## src/rtl/seq_restoring_divider.sv

```systemverilog
// Sequential restoring divider: 16-bit dividend (low byte then high byte) / 8-bit divisor,
// one shift-and-subtract step per clock, quotient then remainder returned on a shared byte bus.
module seq_restoring_divider #(
    parameter int DATA_WIDTH = 8
) (
    input  logic                  i_clk,
    input  logic                  i_rst_n,
    input  logic                  start,
    input  logic [DATA_WIDTH-1:0] divisor,
    input  logic [DATA_WIDTH-1:0] data_in,
    input  logic                  lsb_in,
    input  logic                  msb_in,
    output logic [DATA_WIDTH-1:0] data_out,
    output logic                  q_valid,
    output logic                  r_valid,
    output logic                  ovf,
    output logic                  done
);

    localparam int CW = $clog2(DATA_WIDTH);

    typedef enum logic [2:0] {
        IDLE    = 3'd0,
        WAIT_LO = 3'd1,
        WAIT_HI = 3'd2,
        CHECK   = 3'd3,
        ITER    = 3'd4,
        RSLT_Q  = 3'd5,
        RSLT_R  = 3'd6
    } state_t;

    state_t                state_q, state_d;
    logic [DATA_WIDTH-1:0] d_q, d_d;
    logic [DATA_WIDTH:0]   r_q, r_d;
    logic [DATA_WIDTH-1:0] q_q, q_d;
    logic [CW-1:0]         cnt_q, cnt_d;
    logic                  ovf_q, ovf_d;
    logic [DATA_WIDTH-1:0] data_out_q, data_out_d;
    logic                  q_valid_q, q_valid_d;
    logic                  r_valid_q, r_valid_d;
    logic [DATA_WIDTH:0]   s_s, t_s;

    // State register and datapath flops, cleared asynchronously
    always_ff @(posedge i_clk or negedge i_rst_n) begin
        if (!i_rst_n) begin
            state_q    <= IDLE;
            d_q        <= '0;
            r_q        <= '0;
            q_q        <= '0;
            cnt_q      <= '0;
            ovf_q      <= 1'b0;
            data_out_q <= '0;
            q_valid_q  <= 1'b0;
            r_valid_q  <= 1'b0;
        end else begin
            state_q    <= state_d;
            d_q        <= d_d;
            r_q        <= r_d;
            q_q        <= q_d;
            cnt_q      <= cnt_d;
            ovf_q      <= ovf_d;
            data_out_q <= data_out_d;
            q_valid_q  <= q_valid_d;
            r_valid_q  <= r_valid_d;
        end
    end

    // Next-state and datapath update logic
    always_comb begin
        state_d = state_q;
        d_d     = d_q;
        r_d     = r_q;
        q_d     = q_q;
        cnt_d   = cnt_q;
        ovf_d   = ovf_q;
        // Shifted partial remainder; R[7:0] < D guarantees S fits in 9 bits
        s_s     = {r_q[DATA_WIDTH-1:0], q_q[DATA_WIDTH-1]};
        t_s     = s_s - {1'b0, d_q};
        case (state_q)
            IDLE: begin
                if (start) begin
                    d_d     = divisor;
                    ovf_d   = 1'b0;
                    state_d = WAIT_LO;
                end else begin
                    state_d = IDLE;
                end
            end
            WAIT_LO: begin
                if (lsb_in) begin
                    q_d     = data_in;
                    state_d = WAIT_HI;
                end else begin
                    state_d = WAIT_LO;
                end
            end
            WAIT_HI: begin
                if (msb_in) begin
                    r_d     = {1'b0, data_in};
                    state_d = CHECK;
                end else begin
                    state_d = WAIT_HI;
                end
            end
            CHECK: begin
                // High byte >= divisor means the quotient cannot fit (also catches D=0)
                if (r_q >= {1'b0, d_q}) begin
                    ovf_d   = 1'b1;
                    q_d     = {DATA_WIDTH{1'b1}};
                    r_d     = {1'b0, {DATA_WIDTH{1'b1}}};
                    state_d = RSLT_Q;
                end else begin
                    cnt_d   = '0;
                    state_d = ITER;
                end
            end
            ITER: begin
                if (s_s >= {1'b0, d_q}) begin
                    r_d = t_s;
                    q_d = {q_q[DATA_WIDTH-2:0], 1'b1};
                end else begin
                    r_d = s_s;
                    q_d = {q_q[DATA_WIDTH-2:0], 1'b0};
                end
                cnt_d = cnt_q + CW'(1);
                if (cnt_q == CW'(DATA_WIDTH - 1)) begin
                    state_d = RSLT_Q;
                end else begin
                    state_d = ITER;
                end
            end
            RSLT_Q:  state_d = RSLT_R;
            RSLT_R:  state_d = IDLE;
            default: begin
                state_d = IDLE;
                d_d     = '0;
                r_d     = '0;
                q_d     = '0;
                cnt_d   = '0;
                ovf_d   = 1'b0;
            end
        endcase
    end

    // Output registers are loaded from the upcoming state so they align with it
    always_comb begin
        data_out_d = '0;
        q_valid_d  = 1'b0;
        r_valid_d  = 1'b0;
        case (state_d)
            RSLT_Q: begin
                data_out_d = q_d;
                q_valid_d  = 1'b1;
            end
            RSLT_R: begin
                data_out_d = r_d[DATA_WIDTH-1:0];
                r_valid_d  = 1'b1;
            end
            default: begin
                data_out_d = '0;
                q_valid_d  = 1'b0;
                r_valid_d  = 1'b0;
            end
        endcase
    end

    assign data_out = data_out_q;
    assign q_valid  = q_valid_q;
    assign r_valid  = r_valid_q;
    assign ovf      = ovf_q;
    assign done     = (state_q == IDLE);

endmodule

```

## config.mk

```make
export PLATFORM = sky130hd
export DESIGN_NAME = seq_restoring_divider
export DESIGN_NICKNAME = d
export VERILOG_FILES = /design/src/rtl/seq_restoring_divider.sv
export SDC_FILE = /design/constraint.sdc
export NUM_CORES = 1
export LEC_CHECK = 0
export ABC_CLOCK_PERIOD_IN_PS = 3000
export BUFFER_PORTS_ARGS = -buffer_cell sky130_fd_sc_hd__buf_2
export CAP_MARGIN = 20
export CORE_MARGIN = 2
export CORE_UTILIZATION = 60
export CTS_BUF_LIST = sky130_fd_sc_hd__clkbuf_4 sky130_fd_sc_hd__clkbuf_8
export DETAILED_ROUTE_END_ITERATION = 12
export PLACE_DENSITY_LB_ADDON = 0.15
export SLEW_MARGIN = 15
export SYNTH_ARGS = -nofsm -noshare
export SYNTH_HDL_FRONTEND = slang
export SYNTH_SLANG_ARGS = --single-unit
export TNS_END_PERCENT = 30
```

## constraint.sdc

```tcl
create_clock -name i_clk -period 3 [get_ports i_clk]
set_clock_uncertainty 0.15 [all_clocks]
set_input_delay 0.3 -clock i_clk [delete_from_list [all_inputs] [get_ports i_clk]]
set_output_delay 0.3 -clock i_clk [all_outputs]
set_load 0.05 [all_outputs]
```

# Word level (Yosys, flattened, before mapping)

Index checks and enable logic that the tools add are counted.

Register bits after elaboration: 42

Add/subtract/negate cells: 2
Magnitude comparators: 2
Eq/ne operators: 13
Mux-type cells: 24
Bitwise operators: 4
Reductions and logical operators: 10

Operators with widths:

| cell                                                             | count |
|---|---|
| 9-bit one-hot mux with 4 select lines                            | 1 |
| 8-bit one-hot mux with 2 select lines                            | 2 |
| 8-bit one-hot mux with 4 select lines                            | 1 |
| 9-bit two-way mux                                                | 3 |
| 8-bit two-way mux                                                | 3 |
| 3-bit == test (second input constant)                            | 6 |
| 9-bit by 8-bit greater-or-equal comparator with 1-bit output     | 2 |
| 3-bit one-hot mux with 6 select lines                            | 1 |
| 5-bit OR reduction                                               | 2 |
| 1-bit two-way mux                                                | 9 |
| 3-bit one-hot mux with 3 select lines                            | 1 |
| 9-bit by 8-bit subtractor with 9-bit output                      | 1 |
| 2-bit inequality test (second input constant)                    | 4 |
| 4-bit OR reduction                                               | 2 |
| 3-bit by 2-bit == test with 1-bit output (second input constant) | 2 |
| 3-bit AND reduction                                              | 2 |
| 6-bit OR reduction                                               | 1 |
| 1-bit inverter                                                   | 4 |
| 2-bit AND reduction                                              | 2 |
| 3-bit by 1-bit adder with 3-bit output (second input constant)   | 1 |
| 3-bit by 1-bit == test with 1-bit output (second input constant) | 1 |
| 3-bit logical NOT                                                | 1 |
| 3-bit two-way mux                                                | 1 |
| 1-bit one-hot mux with 3 select lines                            | 1 |
| 2-bit two-way mux                                                | 1 |

# Logic depth before layout (Yosys ltp)

Depth after elaboration: 5
Depth in mapped cells: 10

# Least setup slack after synthesis

No wires, ideal clock.

Kind: register to output
Start point: reg state_q[2]
End point: out done
Data arrival time: 2.121 ns
Required time: 2.550 ns
Path slack: 0.429 ns
Stages on the path, launching flop included: 5
Path buffers: 3
Cells stage by stage: dfrtp_1 -> clkbuf_1 -> buf_1 -> clkbuf_1 -> nor3_1

Cells in the longest elaborated chain, start to end: 1

Ends and longest elaborated chain:

| what                   | RTL line | RTL |
|---|---|---|
| start, declared        | 32       | `state_t state_q, state_d;` |
| start signal, assigned | 56       | `state_q <= state_d;` |
| 3-bit logical NOT      | 171      | `assign done = (state_q == IDLE);` |
| end, declared          | 17       | `output logic done` |

Every way passes these cells.

# Final worst setup path

Start point: reg r_q[0]
End point: reg r_q[0]

Cells in the longest elaborated chain, start to end: 3
Elaborated cells between the ends (all ways): 6
Classes of those cells: 2 x order compare; 4 x mux

Ends and longest elaborated chain:

| what                                                                            | RTL line | RTL |
|---|---|---|
| start, declared                                                                 | 34       | `logic [DATA_WIDTH:0] r_q, r_d;` |
| start signal, assigned                                                          | 58       | `r_q <= r_d;` |
| 9-bit by 8-bit greater-or-equal comparator with 1-bit output (on tied branches) | 118, 107 |  |
| 9-bit two-way mux (on tied branches)                                            | 118, 107 |  |
| 9-bit one-hot mux with 4 select lines (*)                                       | 79       | `case (state_q)` |
| named net r_d[0]                                                                | 34       |  |

The timed path passes the listed nets; every way through them passes the cells marked *. The select of a mux whose other input is x is not followed.
A chain may end at the register's enable or synchronous reset.

==> metrics.txt <==
# TYPE chip_impl_metric gauge
chip_impl_info{name="status",value="finished clean"} 1
chip_impl_metric{name="netlist_area",unit="mm²"} 0.00255
chip_impl_metric{name="synth_nets",unit=""} 319
chip_impl_metric{name="cts_inserted_buffers",unit=""} 5
chip_impl_info{name="critical_path.reg2reg.startpoint",value="r_q[0]"} 1
chip_impl_info{name="worstSetupStartpointType",value="flop"} 1
chip_impl_metric{name="detailroute.via_count",unit=""} 2265
chip_impl_info{name="rr_endpoint",value="r_q[0]"} 1
chip_impl_metric{name="routed_wirelength",unit="mm"} 5.98
chip_impl_metric{name="cp_max_fo",unit=""} 26
chip_impl_metric{name="syn_area_per_cell",unit="µm²"} 9.15
chip_impl_metric{name="min_period",unit="ns"} 2.52
chip_impl_metric{name="die_area",unit="mm²"} 0.00479
chip_impl_metric{name="core_area",unit="mm²"} 0.00406
chip_impl_metric{name="arrival",unit="ns"} 2.54
chip_impl_metric{name="design.final.nets",unit=""} 352
chip_impl_metric{name="fp-row-count",unit=""} 23
chip_impl_metric{name="synth.lib_cells_used.distinct",unit=""} 42
chip_impl_metric{name="async_reset_ff_share",unit="%"} 100
chip_impl_metric{name="final_period_util",unit="%"} 84.1
chip_impl_metric{name="flow.area_growth_from_synthesis",unit="%"} 13.7
chip_impl_metric{name="vias_per_cell",unit=""} 6.24
chip_impl_info{name="critical_path_endpoint",value="r_q[0]"} 1
chip_impl_metric{name="layout.filler_cells",unit=""} 311
chip_impl_metric{name="num_io_pins",unit=""} 33
chip_impl_metric{name="irDropWorstVdd",unit="mV"} 0.806
chip_impl_metric{name="required",unit="ns"} 3.02
chip_impl_info{name="timing.hold.worst.class",value="input port to flop"} 1
chip_impl_metric{name="post_cts_resize_count",unit=""} 0
chip_impl_info{name="cp-startpoint",value="r_q[0]"} 1
chip_impl_metric{name="fin_worst_setup_slack",unit="ns"} 0.478
chip_impl_metric{name="drt_pre_antenna_iters",unit=""} 6
chip_impl_info{name="netlist_top_cells_area",value="sky130_fd_sc_hd__dfrtp_1 41%, sky130_fd_sc_hd__ha_1 8.8%, sky130_fd_sc_hd__o211ai_1 5.9%"} 1
chip_impl_metric{name="synth-seq-cells",unit=""} 42
chip_impl_metric{name="place_congestion",unit=""} 0.900
chip_impl_metric{name="p_per_area",unit="mW/mm²"} 1370
chip_impl_metric{name="floorplan.initialDensity",unit="%"} 62.9
chip_impl_metric{name="gr-total-overflow",unit=""} 0
chip_impl_info{name="setup_repair_after_global_routing_missed_its_margin",value="false"} 1
chip_impl_metric{name="drt_first_iter_violations",unit=""} 196
chip_impl_metric{name="antenna_found_initial",unit=""} 0
chip_impl_info{name="most_common_cell_in_the_synthesized_netlist",value="sky130_fd_sc_hd__dfrtp_1"} 1
chip_impl_info{name="tritoncts",value="done"} 1
chip_impl_metric{name="io_buffers",unit=""} 32
chip_impl_metric{name="final_cells",unit=""} 363
chip_impl_metric{name="htree_num_levels",unit=""} 2
chip_impl_metric{name="drv_slew",unit=""} 0
chip_impl_info{name="timing.critical_path.cells",value="inv_1 > ha_1 > nand2b_1 > a21o_1 > a211o_1 > and2_1 > o21ai_2 > buf_4 > o211ai_1"} 1
chip_impl_metric{name="timing_hold_violations_final",unit=""} 0
chip_impl_metric{name="grt_pass1_vias",unit=""} 2343
chip_impl_metric{name="fp.dieW",unit="µm"} 69.2
chip_impl_info{name="synth.top_cells.by_count",value="42 x sky130_fd_sc_hd__dfrtp_1, 33 x sky130_fd_sc_hd__nand2_1, 25 x sky130_fd_sc_hd__a21oi_1, 23 x sky130_fd_sc_hd__nor2_1, 20 x sky130_fd_sc_hd__o211ai_1"} 1
chip_impl_metric{name="dp_hpwl",unit="mm"} 4.29
chip_impl_metric{name="antenna_cells",unit=""} 0
chip_impl_metric{name="grt_start_max_net_pins",unit=""} 43
chip_impl_metric{name="synthesized_netlist_cell_count",unit=""} 279
chip_impl_metric{name="cts.sinks",unit=""} 42
chip_impl_info{name="cp-end-kind",value="flop"} 1
chip_impl_metric{name="synth_warnings",unit=""} 0
chip_impl_metric{name="grtUsageTotal",unit="%"} 27.2
chip_impl_metric{name="placed_cells",unit=""} 353
chip_impl_metric{name="tns",unit="ns"} 0
chip_impl_metric{name="wire_length_of_the_first_global_routing_pass",unit="mm"} 10.7
chip_impl_metric{name="final_core_area_utilization",unit="%"} 71.5
chip_impl_metric{name="clock_transition_at_path_regs",unit="ns"} 0.08
chip_impl_metric{name="post-synth-top-area-fraction",unit="%"} 41.2
chip_impl_info{name="cts-root-buf",value="sky130_fd_sc_hd__clkbuf_8"} 1
chip_impl_metric{name="r2r_setup_slack",unit="ns"} 0.48
chip_impl_metric{name="slew-limit-headroom",unit="%"} 50.1
chip_impl_metric{name="worst-slew-pin-transition",unit="ns"} 0.746
chip_impl_metric{name="clock_path_buffers",unit=""} 2
chip_impl_info{name="critPathSlowestCell",value="sky130_fd_sc_hd__dfrtp_1"} 1
chip_impl_metric{name="max_freq",unit="MHz"} 397
chip_impl_metric{name="synth_enable_flop_cells",unit=""} 0
chip_impl_metric{name="drt.antenna.violating_nets",unit=""} 0
chip_impl_metric{name="drc",unit=""} 0
chip_impl_metric{name="maxCapViolations",unit=""} 0
chip_impl_metric{name="post-place-ws",unit="ns"} 0.493
chip_impl_metric{name="worst_skew_pair_latency",unit="ns"} 0.30
chip_impl_metric{name="setup_violations",unit=""} 0
chip_impl_metric{name="post_drt_wl_per_cell",unit="µm"} 16.5
chip_impl_metric{name="seq_area_frac_synth",unit="%"} 41.2
chip_impl_metric{name="cellLeakagePower",unit="µW"} 0.00138
chip_impl_metric{name="post_route_cells_drive_above_1_share",unit="%"} 16.6
chip_impl_metric{name="max_stage_delay",unit="ns"} 0.50
chip_impl_metric{name="die_height",unit="µm"} 69.2
chip_impl_info{name="yosys.area.top_type",value="sky130_fd_sc_hd__dfrtp_1"} 1
chip_impl_info{name="ys_dominant_reg_cell",value="sky130_fd_sc_hd__dfrtp_1"} 1
chip_impl_metric{name="reg2reg_depth",unit=""} 9
chip_impl_info{name="timing.setup.critical_path_class",value="flop to flop"} 1
placed cells by master, fill, tap and decap left out, types with 3 or more instances in the layout:
master,instances
sky130_fd_sc_hd__nor2_1,23
sky130_fd_sc_hd__o21ai_0,12
sky130_fd_sc_hd__a211oi_1,5
sky130_fd_sc_hd__clkbuf_8,5
sky130_fd_sc_hd__ha_1,18
sky130_fd_sc_hd__nand2_1,33
sky130_fd_sc_hd__mux2i_1,5
sky130_fd_sc_hd__nor3_1,4
sky130_fd_sc_hd__a222oi_1,8
sky130_fd_sc_hd__o211ai_1,20
sky130_fd_sc_hd__xnor2_1,3
sky130_fd_sc_hd__nand2b_1,7
sky130_fd_sc_hd__inv_1,12
sky130_fd_sc_hd__o22ai_1,10
sky130_fd_sc_hd__nor2b_1,3
sky130_fd_sc_hd__dfrtp_1,42
sky130_fd_sc_hd__buf_4,5
sky130_fd_sc_hd__a22oi_1,8
sky130_fd_sc_hd__buf_2,32
sky130_fd_sc_hd__a21oi_1,25
layer usage:
layer,global-route usage [%],share of wire [%],up-vias
met5,0,0,-
met4,9.15,1.5,0
met3,4.80,4.5,8
li1,-,-,1106
met2,43.8,47,62
met1,37.3,47,1089
what timing repair did:
item	CTS	global route
hold buffers	0	1
endpoints found under the hold margin	0	7
setup buffers	0	0
endpoints found under the setup margin	0	0
worst min-delay path by stage:
| stage | slack [ns] | cells after the start | start | to |
|---|---|---|---|---|
| 2_1_floorplan | -0.15 | 0 | i_rst_n | cnt_q[0] |
| 3_3_place_gp | 0.34 | 1 | i_rst_n | d_q[4] |
| 3_5_place_dp | 0.35 | 1 | i_rst_n | d_q[4] |
| 4_1_cts | 0.03 | 1 | i_rst_n | d_q[5] |
| 5_1_grt | 0.15 | 3 | data_in[3] | q_q[3] |
| 6_report | 0.12 | 3 | data_in[4] | q_q[4] |
critical path, delay by kind of cell (launching register included):
| family | cells | cell delay [ns] |
|---|---|---|
| compound gates | 4 | 0.79 |
| fa+ha+maj | 1 | 0.27 |
| buf+inv | 2 | 0.37 |
| flops | 1 | 0.50 |
| simple gates | 2 | 0.31 |
state kept, by name (all words and copies together), names as in the netlist:
signal and flops:
cnt_q 3, d_q 8, data_out 8, ovf 1
q_q 8, q_valid 1, r_q 9, r_valid 1
state_q 3
power breakdown:
part	switching, µW	total, µW	internal [µW]
Combinational	1420	2390	967
Sequential	282	1110	829
Clock	210	467	258
Total	1910	3970	2050
cell families after synthesis:
logic type                 Yosys count  share of synthesized area (%)
AOI/OAI and AO/OA                  101                           27.0
and+or+nand+nor                     82                           14.7
DFF                                 42                           41.2
buffers and inverters               26                           4.07
adders and majority gates           19                           9.60
muxes                                6                           2.40
xor gates and xnor gates             3                           1.03
layout make-up:
cell class | instances | area, µm² | area share (%)
Clock inverter | 2 | 37.5 | 1.29
Timing Repair Buffer | 39 | 228 | 7.84
Inverter | 13 | 48.8 | 1.68
Sequential cell | 42 | 1050 | 36.2
Clock buffer | 6 | 76.3 | 2.63
Tap cell | 50 | 62.6 | 2.16
Multi-Input combinational cell | 211 | 1400 | 48.2
metrics by stage:
step                      cell area [µm²]  hold slack (ns)  power, µW
after floorplan                      2550           -0.146       2940
after global placement               2760            0.340       3420
after detailed placement             2760            0.350       3470
after CTS                            2870           0.0257       3950
after global routing                 2900            0.146       4320
final                                2900            0.117       3970
Note: power is estimated with default switching activity, not from simulation.
